$ cat src/rtl/ula_muldiv_ctl.sv
// ula_muldiv_ctl
// Multi-cycle unsigned multiply / divide / remainder unit that sits beside
// the combinational ULA. One operation is accepted per start handshake and
// one shift-add (mul) or restoring-subtract (div/rem) step runs per clock.
//
// State table:
//   IDLE | waiting for start; operands and op are sampled here
//   CALC | iterating, one step per edge, busy = 1
//   DONE | one-cycle done pulse, result and div_zero valid
//
// Ports:
//   clock     system clock, rising edge
//   reset     asynchronous, active-high reset
//   start     request, sampled only in IDLE
//   op        00 = mul, 01 = div, 10 = rem, 11 = reserved
//   A         multiplicand / dividend
//   B         multiplier / divisor
//   busy      high while in CALC
//   done      one-cycle completion pulse
//   result    registered result, held until the next completion
//   zero      result == 0
//   div_zero  set on completion of div/rem with B == 0
module ula_muldiv_ctl #(
  parameter int WIDTH = 32
) (
  input  logic             clock,
  input  logic             reset,
  input  logic             start,
  input  logic [1:0]       op,
  input  logic [WIDTH-1:0] A,
  input  logic [WIDTH-1:0] B,
  output logic             busy,
  output logic             done,
  output logic [WIDTH-1:0] result,
  output logic             zero,
  output logic             div_zero
);

  localparam int CW = (WIDTH > 1) ? $clog2(WIDTH) : 1;
  localparam logic [CW-1:0] LAST = CW'(WIDTH - 1);

  localparam logic [1:0] OP_MUL = 2'b00;
  localparam logic [1:0] OP_DIV = 2'b01;
  localparam logic [1:0] OP_REM = 2'b10;

  typedef enum logic [1:0] {
    IDLE = 2'd0,
    CALC = 2'd1,
    DONE = 2'd2
  } state_t;

  state_t           state;
  logic [1:0]       op_q;
  logic [CW-1:0]    cnt;
  logic [WIDTH-1:0] opnd;  // multiplicand (mul) or divisor (div/rem)
  // {hi, lo} is the working pair:
  //   mul     : hi = upper product half, lo = multiplier shifting out / low product
  //   div/rem : hi = partial remainder,  lo = dividend shifting out / quotient
  logic [WIDTH-1:0] hi;
  logic [WIDTH-1:0] lo;

  logic [WIDTH:0]   mul_sum;
  logic [WIDTH:0]   div_trial;
  logic [WIDTH-1:0] div_diff;
  logic [WIDTH-1:0] hi_nxt;
  logic [WIDTH-1:0] lo_nxt;

  always_comb begin
    mul_sum   = {1'b0, hi} + (lo[0] ? {1'b0, opnd} : '0);
    div_trial = {hi, lo[WIDTH-1]};
    // Only used when div_trial >= opnd, so the difference fits in WIDTH bits.
    div_diff  = div_trial[WIDTH-1:0] - opnd;
    hi_nxt    = hi;
    lo_nxt    = lo;
    if (op_q == OP_MUL) begin
      // Add-then-shift-right of the whole 2*WIDTH accumulator, carry included.
      hi_nxt = mul_sum[WIDTH:1];
      lo_nxt = {mul_sum[0], lo[WIDTH-1:1]};
    end else if (div_trial >= {1'b0, opnd}) begin
      hi_nxt = div_diff;
      lo_nxt = {lo[WIDTH-2:0], 1'b1};
    end else begin
      hi_nxt = div_trial[WIDTH-1:0];
      lo_nxt = {lo[WIDTH-2:0], 1'b0};
    end
  end

  assign zero = (result == '0);

  always_ff @(posedge clock or posedge reset) begin
    if (reset) begin
      state    <= IDLE;
      op_q     <= '0;
      cnt      <= '0;
      opnd     <= '0;
      hi       <= '0;
      lo       <= '0;
      busy     <= 1'b0;
      done     <= 1'b0;
      result   <= '0;
      div_zero <= 1'b0;
    end else begin
      case (state)
        IDLE: begin
          done <= 1'b0;
          if (start) begin
            case (op)
              OP_MUL: begin
                op_q  <= op;
                opnd  <= A;
                hi    <= '0;
                lo    <= B;
                cnt   <= '0;
                busy  <= 1'b1;
                state <= CALC;
              end
              OP_DIV, OP_REM: begin
                if (B == '0) begin
                  // Divide by zero short-cuts straight to DONE.
                  result   <= (op == OP_DIV) ? '1 : A;
                  div_zero <= 1'b1;
                  done     <= 1'b1;
                  state    <= DONE;
                end else begin
                  op_q  <= op;
                  opnd  <= B;
                  hi    <= '0;
                  lo    <= A;
                  cnt   <= '0;
                  busy  <= 1'b1;
                  state <= CALC;
                end
              end
              default: begin
                result   <= '0;
                div_zero <= 1'b0;
                done     <= 1'b1;
                state    <= DONE;
              end
            endcase
          end
        end

        CALC: begin
          hi  <= hi_nxt;
          lo  <= lo_nxt;
          cnt <= cnt + 1'b1;
          if (cnt == LAST) begin
            result   <= (op_q == OP_REM) ? hi_nxt : lo_nxt;
            div_zero <= 1'b0;
            busy     <= 1'b0;
            done     <= 1'b1;
            state    <= DONE;
          end
        end

        DONE: begin
          done  <= 1'b0;
          state <= IDLE;
        end

        default: begin
          busy  <= 1'b0;
          done  <= 1'b0;
          state <= IDLE;
        end
      endcase
    end
  end

endmodule

$ cat config.mk
export PLATFORM = sky130hd
export DESIGN_NAME = ula_muldiv_ctl
export DESIGN_NICKNAME = d
export VERILOG_FILES = /design/src/rtl/ula_muldiv_ctl.sv
export SDC_FILE = /design/constraint.sdc
export NUM_CORES = 1
export LEC_CHECK = 0
export CORE_MARGIN = 2
export CORE_UTILIZATION = 38
export DETAILED_ROUTE_END_ITERATION = 16
export GPL_ROUTABILITY_DRIVEN = 0
export PLACE_DENSITY = 0.62
export SKIP_LAST_GASP = 1
export SLEW_MARGIN = 15
export SYNTH_ARGS = -nofsm -noshare
export SYNTH_HDL_FRONTEND = slang
export SYNTH_SLANG_ARGS = --single-unit
$ cat constraint.sdc
create_clock -name clock -period 7.18 [get_ports clock]
set_input_delay 2.154 -clock clock [delete_from_list [all_inputs] [get_ports clock]]
set_output_delay 2.154 -clock clock [all_outputs]
set_load 0.005 [all_outputs]
==> results of run 1 <==
==> final timing paths <==
path	start	to	slack (ns)
max in group asynchronous	reset	hi[12]$_DFFE_PP0P_	3.75
hold / removal	div_zero$_DFFE_PP0P_	div_zero$_DFFE_PP0P_	0.51
setup reg to reg	opnd[14]$_DFFE_PP0P_	result[26]$_DFFE_PP0P_	3.23
hold reg to reg	div_zero$_DFFE_PP0P_	div_zero$_DFFE_PP0P_	0.51
setup / recovery	B[5]	lo[4]$_DFFE_PP0P_	1.89
min in group asynchronous	reset	op_q[1]$_DFFE_PP0P_	2.25
==> final cells by class <==
class	instances	area (sq um)	area share [%]
Tap cell	390	488	3.63
Multi-Input combinational cell	1112	7460	55.4
Sequential cell	140	3500	26.0
Inverter	58	223	1.65
Timing Repair Buffer	122	1190	8.83
Clock inverter	13	166	1.24
Clock buffer	19	433	3.22
==> cell families (layout without fill, tap and decap cells) <==
logic type | count (synthesis) | count (layout) | synth area share, %
XOR/XNOR | 52 | 52 | 3.97
AND/OR/NAND/NOR | 472 | 472 | 19.0
adder cells (fa/ha/maj) | 71 | 71 | 7.88
buffers and inverters | 138 | 212 | 4.61
AO/OA/AOI/OAI | 402 | 402 | 23.8
multiplexers | 115 | 115 | 10.1
flip-flops | 140 | 140 | 30.6
==> flip-flops by register name, summed over array words and instances, names as in the netlist, 2 cells and up <==
name	count
lo	32
opnd	32
op_q	2
hi	32
result	32
cnt	5
state	2
==> cells in the mapped netlist, types with 6 or more instances <==
master / instances
o31ai_1: 11
a31oi_1: 6
nor2_1: 107
a21oi_1: 92
a211oi_1: 21
o21bai_1: 9
o211ai_1: 16
nor2b_1: 13
o21ai_1: 17
nand3_1: 18
a221o_1: 16
nand2_1: 176
o21ai_0: 79
and2_1: 37
xnor2_1: 34
dfrtp_1: 140
o221ai_1: 52
nand2b_1: 13
mux2i_1: 107
ha_1: 69
xor2_1: 18
nor4_1: 19
nand4_1: 13
a21o_1: 25
inv_1: 58
o21a_1: 6
nor3_1: 48
and3_1: 10
mux2_2: 7
clkbuf_1: 69
==> power groups by stage <==
stage                     clock [uW]  sequential (uW)  combinational, uW
final                            927             1590               4780
after global routing             964             1630               5240
after CTS                        932             1580               4720
after detailed placement           0             1580               4690
after global placement             0             1590               4650
after floorplan                    0             1420               3320
==> critical path, cell delays in order <==
cell             delay [ns]
clkdlybuf4s50_1        0.47
nor4_1                 0.58
nand4_1                0.35
o31ai_1                0.53
nand2b_1               0.17
a21o_2                 0.61
buf_4                  0.52
nand2_1                0.10
o221ai_1               0.09
==> per-layer routing <==
metal  share of wire, %  vias to the layer above  track usage, %
met5                  0                        -               0
met4                1.9                        0            7.21
met3                7.0                       52            3.49
met2                 43                      461            37.2
met1                 48                     5284            36.5
li1                   -                     5234               -
==> stage by stage <==
step	total power, uW	util [%]
floorplan	4740	-
global placement	6240	43.4
detailed placement	6270	43.4
CTS	7230	45.4
global route	7840	45.4
finish	7310	45.4
==> results_dict.tcl, run 1 <==
set metrics [dict create \
    outcome "finished, final reports clean" \
    fillers 2997 \
    grt_pass1_vias 10600 \
    finalSetupViolCount 0 \
    power_leakage_uw 0.00589 \
    rsz0062_at_grt "false" \
    dp_hpwl_mm 28.4 \
    grt_overflow_total 0 \
    p_int_uw 3600 \
    h-tree-depth 4 \
    cts_sinks 140 \
    ant_nets 0 \
    synth-edff-count 0 \
    synth-seq-cells 140 \
    skew_ns 0.0116 \
    report.final.slew_viol_count 0 \
    yosysTopAreaCell "dfrtp_1" \
    yosysTopAreaCellShare_pct 30.6 \
    share_comb_of_total_power_pct 65.5 \
    synthToLayoutAreaGrowth_pct 17.4 \
    place_ws_ns 1.52 \
    cts_tree "done" \
    root_buffer "clkbuf_16" \
    grt_pass1_wl_mm 60.3 \
    yosysWarnings 0 \
    grt_usage_pct 24.7 \
    clkPwrFrac_pct 12.7 \
    die_y_um 178 \
    critical_path_required_ns 7.52 \
    holdPathStages 2 \
    switchingPower_uw 3700 \
    cts_buffer_depth 2 \
    worstMarginPinSlew_ns 0.930 \
    place_area_sq_um 12900 \
    synthCells 1390 \
    hold_viol_final 0 \
    antenna_found_initial 0 \
    die-area_sq_um 31600 \
    min_period_over_period_pct 73.7 \
    cts_made_buffers 17 \
    fmaxAchievable_ghz 0.189 \
    wl_per_cell_um 20.8 \
    port_buffers 104 \
    powerDensity_nw_per_um2 543 \
    ir_drop_mv 0.269 \
    stdcell_count 1854 \
    netlist_area_sq_um 11500 \
    ys_types 67 \
    finalCriticalPeriod_ns 5.29 \
    insertedDiodeCount 0 \
    p_sw_share_pct 50.7 \
    core.rowCount 63 \
    worst-setup-path-type "input port to flop" \
    critPathLaunchType "input port" \
    cts_setup_buffers 0 \
    hp-class "flop to flop" \
    crit_path_max_fanout 35 \
    seqPwrFrac_pct 21.8 \
    cts_resized 0 \
    ios 105 \
    max-cap-violations 0 \
    core-area_sq_um 29600 \
    drc_errors 0 \
    nets 1591 \
    routed_via_density 5.95 \
    yosys-top-cells-area "dfrtp_1 (31%), mux2i_1 (9.3%), ha_1 (7.5%)" \
    holdWs_ns 0.506 \
    drive_gt1_share_pct 4.85 \
    setup_ws_ns 1.89 \
    setup_tns_ns 0 \
    final_common_cell "nand2_1" \
    dpl.cell_count 1822 \
    die_x_um 178 \
    clk_latency_ns 0.44 \
    final_area_sq_um 13500 \
    cp-end-kind "flop" \
    cts.clk_slew.worst_paths_ns 0.07 \
    async_flop_share_pct 100 \
    routed_wl_mm 38.5 \
    relSlewSlack_pct 38.0 \
    routed-via-count 11000 \
    rr_worst_depth 12 \
    grt_max_degree 94 \
    firstDrtPassIters 5 \
    final_cell_mix "nand2_1 (176), dfrtp_1 (140), mux2i_1 (107)" \
    synth_area_per_cell_sq_um 8.25 \
    synth_nets 1530 \
    ys.flop_type "dfrtp_1" \
    ctsHoldBuffers 0 \
    yosysSeqAreaShare_pct 30.6 \
    start_util_pct 38.7 \
    drtIter0Drc 1017 \
    arrival_ns 5.63 \
]
(Power assumes the default switching activity.)
==> run 2, diff against run 1 <==
Clock period 7.18 ns to 5.4 ns, I/O delays scaled along.
==> run 2 against run 1 <==
Clock-buffer cell count grew 4. Combinational power up 33%. Critical endpoint is now lo[21]$_DFFE_PP0P_. Clock power rose by 41%. Clock skew is 0.00057 ns higher. Largest power group unchanged. Sequential share of layout area shrank 0.14 points. Via count rose by 1.7%.
==> results_dict.tcl, run 2 (synthesized netlist as in run 1, its figures left out) <==
set metrics [dict create \
    finalSetupViolCount 0 \
    cts_tree "done" \
    h-tree-depth 4 \
    clk_latency_ns 0.44 \
    fmaxAchievable_ghz 0.223 \
    arrival_ns 4.82 \
    nets 1591 \
    rsz0062_at_grt "false" \
    die_x_um 178 \
    drtIter0Drc 1129 \
    rr_startpoint "opnd[12]$_DFFE_PP0P_" \
    drive_gt1_share_pct 4.85 \
    ctsHoldBuffers 0 \
    critical_path_required_ns 5.74 \
    max-cap-violations 0 \
    power_leakage_uw 0.00593 \
    cts.clk_slew.worst_paths_ns 0.06 \
    port_buffers 104 \
    core.rowCount 63 \
    grt_max_degree 86 \
    rr_worst_depth 12 \
    fillers 2949 \
    powerDensity_nw_per_um2 727 \
    finalCriticalPeriod_ns 4.48 \
    min-delay-start "div_zero$_DFFE_PP0P_" \
    die-area_sq_um 31600 \
    worstSetupStartpoint "B[5]" \
    cp-end-kind "flop" \
    cts_buffer_depth 2 \
    grt_pass1_wl_mm 61.5 \
    finish.utilization_pct 45.7 \
    hp-class "flop to flop" \
    crit_end "lo[21]$_DFFE_PP0P_" \
    outcome "finished, final reports clean" \
    power_uw 9840 \
    drc_errors 0 \
    start_util_pct 38.7 \
    routed_via_density 6.05 \
    synthToLayoutAreaGrowth_pct 18.0 \
    ios 105 \
    grt_usage_pct 25.1 \
    relSlewSlack_pct 33.9 \
    min_period_over_period_pct 82.9 \
    root_buffer "clkbuf_16" \
    setup_tns_ns 0 \
    routed_wl_mm 39.4 \
    holdWs_ns 0.510 \
    insertedDiodeCount 0 \
    crit_path_max_fanout 25 \
    cts_sinks 140 \
    hold_viol_final 0 \
    critPathLaunchType "input port" \
    rrSetupSlack_ns 1.23 \
    worstMarginPinSlew_ns 0.991 \
    routed-via-count 11200 \
    worst-setup-path-type "input port to flop" \
    final_common_cell "nand2_1" \
    final_cell_mix "nand2_1 (176), dfrtp_1 (140), mux2i_1 (107)" \
    cts_made_buffers 17 \
    cts_resized 0 \
    wl_per_cell_um 21.3 \
    grt_overflow_total 0 \
    dp_hpwl_mm 28.9 \
    core-area_sq_um 29600 \
    die_y_um 178 \
    firstDrtPassIters 5 \
    report.final.slew_viol_count 0 \
    r2r-end "result[11]$_DFFE_PP0P_" \
    skew_ns 0.0122 \
    antenna_found_initial 0 \
    grt_pass1_vias 10900 \
    cts_setup_buffers 0 \
    ir_drop_mv 0.280 \
    ant_nets 0 \
]
[run 2: worst min-delay path by stage]
stage | endpoint | slack [ns] | depth (start not counted)
CTS | opnd[4]$_DFFE_PP0P_ | 0.51 | 2
detailed placement | div_zero$_DFFE_PP0P_ | 0.48 | 2
finish | div_zero$_DFFE_PP0P_ | 0.51 | 2
global route | opnd[2]$_DFFE_PP0P_ | 0.55 | 2
floorplan | opnd[10]$_DFFE_PP0P_ | 0.46 | 2
global placement | opnd[4]$_DFFE_PP0P_ | 0.49 | 2
[run 2: metrics by stage]
step | std cells | setup WS [ns] | area [sq um]
after CTS | 1854 | 0.970 | 13500
after global routing | 1854 | 0.720 | 13500
final | 1854 | 0.921 | 13500
after detailed placement | 1822 | 0.536 | 12900
after global placement | 1822 | 0.556 | 12900
after floorplan | 1390 | 0.0271 | 11500
[run 2: cell type report]
class,count,area (sq um),share of cell area [%]
Tap cell,390,488,3.61
Timing Repair Buffer,122,1210,8.97
Sequential cell,140,3500,25.9
Inverter,58,223,1.65
Clock buffer,23,488,3.61
Clock inverter,9,158,1.17
Multi-Input combinational cell,1112,7460,55.1
[run 2: where the power goes]
group / internal [uW] / total (uW) / switching (uW)
Clock: 824 / 1310 / 483
Sequential: 1550 / 2160 / 614
Combinational: 2530 / 6380 / 3850
Total: 4900 / 9840 / 4950
[run 2: critical path, stage by stage]
cell             delay, ns
clkdlybuf4s50_1       0.45
nor4_1                0.60
nand4_1               0.34
o31ai_1               0.56
nand2b_1              0.17
a21o_2                0.44
buf_4                 0.42
nand2_1               0.11
o221ai_1              0.09
[run 2: routing by layer]
layer	routed length, um	GRT usage [%]	vias to the layer above
met1	18400	35.5	5465
met5	0	0	-
li1	-	-	5248
met2	17400	39.5	445
met3	2720	3.96	62
met4	929	7.45	0
==> run 3, diff against run 2 <==
Clock period 5.4 ns to 4.5 ns, I/O delays scaled along.
==> run 3 against run 2 <==
Die area stayed put. Total power is 20% higher. Highest routed layer unchanged. First-iteration DRC count up 0.80%. Flip-flop and latch count did not move. Critical path type unchanged. Routed wire length shrank 2.5%. Critical endpoint is now result[2]$_DFFE_PP0P_. Setup slack worse by 0.35 ns. Clock skew decreased by 0.0031 ns. Combinational power rose by 21%. Non-clock buffer count rose by 15. Via count is essentially flat. Sequential power rose by 19%. Clock power grew 17%.
==> results_dict.tcl, run 3 (synthesized netlist as in run 1, its figures left out) <==
set metrics [dict create \
    firstDrtPassIters 5 \
    cts.clk_slew.worst_paths_ns 0.07 \
    outcome "finished, final reports clean" \
    drc_errors 0 \
    cts_resized 0 \
    cts_setup_buffers 0 \
    routed_wl_mm 38.4 \
    core.rowCount 63 \
    dp_hpwl_mm 28.9 \
    final_common_cell "nand2_1" \
    setup_tns_ns 0 \
    h-tree-depth 4 \
    fillers 2946 \
    synthToLayoutAreaGrowth_pct 19.4 \
    die-area_sq_um 31600 \
    routed-via-count 11200 \
    ctsHoldBuffers 0 \
    dpl.cell_count 1837 \
    critPathLaunchType "input port" \
    finalSetupViolCount 0 \
    r2r-end "result[16]$_DFFE_PP0P_" \
    powerDensity_nw_per_um2 863 \
    rr_startpoint "opnd[14]$_DFFE_PP0P_" \
    finish.utilization_pct 46.2 \
    port_buffers 104 \
    critical_path_required_ns 4.82 \
    ios 105 \
    holdPathStages 2 \
    die_x_um 178 \
    rrSetupSlack_ns 0.65 \
    drive_gt1_share_pct 5.81 \
    finalCriticalPeriod_ns 3.92 \
    nets 1606 \
    cts_buffer_depth 2 \
    holdWs_ns 0.512 \
    skew_ns 0.00905 \
    worstMarginPinSlew_ns 0.986 \
    grt_max_degree 74 \
    power_leakage_uw 0.00600 \
    final_cell_mix "nand2_1 (176), dfrtp_1 (140), mux2i_1 (107)" \
    cts_sinks 140 \
    root_buffer "clkbuf_16" \
    grt_pass1_wl_mm 60.8 \
    worst-setup-path-type "input port to flop" \
    core-area_sq_um 29600 \
    min_period_over_period_pct 87.2 \
    hp-class "flop to flop" \
    rsz0062_at_grt "false" \
    cp-end-kind "flop" \
    insertedDiodeCount 0 \
    wl_per_cell_um 20.6 \
    rr_worst_depth 13 \
    report.final.slew_viol_count 0 \
    min-delay-start "opnd[2]$_DFFE_PP0P_" \
    die_y_um 178 \
    cts_made_buffers 17 \
    worst_hold_path.endpoint "opnd[2]$_DFFE_PP0P_" \
    stdcell_count 1869 \
    arrival_ns 4.24 \
    relSlewSlack_pct 33.8 \
    grt_overflow_total 0 \
    ir_drop_mv 0.360 \
    antenna_found_initial 0 \
    hold_viol_final 0 \
    cts_tree "done" \
    clk_latency_ns 0.43 \
    ant_nets 0 \
    grt_usage_pct 24.7 \
    routed_via_density 6.00 \
    max-cap-violations 0 \
    drtIter0Drc 1138 \
    crit_path_max_fanout 46 \
    fmaxAchievable_ghz 0.255 \
    grt_pass1_vias 10800 \
    start_util_pct 38.7 \
]
[run 3: changes by cell type in the layout (fill, tap and decap cells not counted)]
cell,previous run,this run
inv_6,2,1
clkbuf_8,4,0
clkinvlp_4,2,6
clkinv_4,1,3
buf_12,3,8
clkinv_2,1,0
buf_4,15,25
[run 3: report_power, final]
part	internal, uW	total [uW]	switching (uW)
Sequential	1860	2580	724
Clock	931	1530	595
Combinational	3130	7700	4570
Total	5910	11800	5890
[run 3: critical path, cell delays in order]
cell,delay (ns)
clkdlybuf4s50_1,0.49
nor4_1,0.50
nand4_1,0.36
nor2_1,0.18
nor2_1,0.06
or3_1,0.34
a21o_2,0.33
buf_12,0.21
a221o_1,0.37
[run 3: through the flow]
step	cell area (sq um)	power [uW]	setup slack, ns
4_1_cts	13700	11700	0.638
6_report	13700	11800	0.576
3_5_place_dp	13100	10100	0.154
2_1_floorplan	11500	7570	1.13
5_1_grt	13700	12700	0.455
3_3_place_gp	13100	10000	0.196
[run 3: how the worst max path moves through the flow]
stage | endpoint | slack, ns | cells past startpoint | start
after global routing | result[0]$_DFFE_PP0P_ | 0.45 | 10 | B[14]
after detailed placement | result[0]$_DFFE_PP0P_ | 0.15 | 10 | B[14]
after floorplan | lo[10]$_DFFE_PP0P_ | 1.13 | 9 | op[1]
final | result[2]$_DFFE_PP0P_ | 0.58 | 9 | B[14]
after global placement | result[0]$_DFFE_PP0P_ | 0.20 | 10 | B[14]
after CTS | result[0]$_DFFE_PP0P_ | 0.64 | 10 | B[14]
[run 3: per-layer routing]
metal / routed length, um / vias up / GRT usage (%)
li1: - / 5279 / -
met1: 17600 / 5409 / 35.6
met2: 17300 / 489 / 38.9
met3: 2820 / 44 / 3.11
met4: 674 / 0 / 6.59
met5: 0 / - / 0
[run 3: final cells by class]
type                            instances  area [sq um]  share of cell area [%]
Multi-Input combinational cell       1112          7460                    54.5
Sequential cell                       140          3500                    25.6
Timing Repair Buffer                  137          1390                    10.1
Tap cell                              390           488                    3.57
Clock buffer                           19           433                    3.16
Inverter                               58           221                    1.62
Clock inverter                         13           193                    1.41
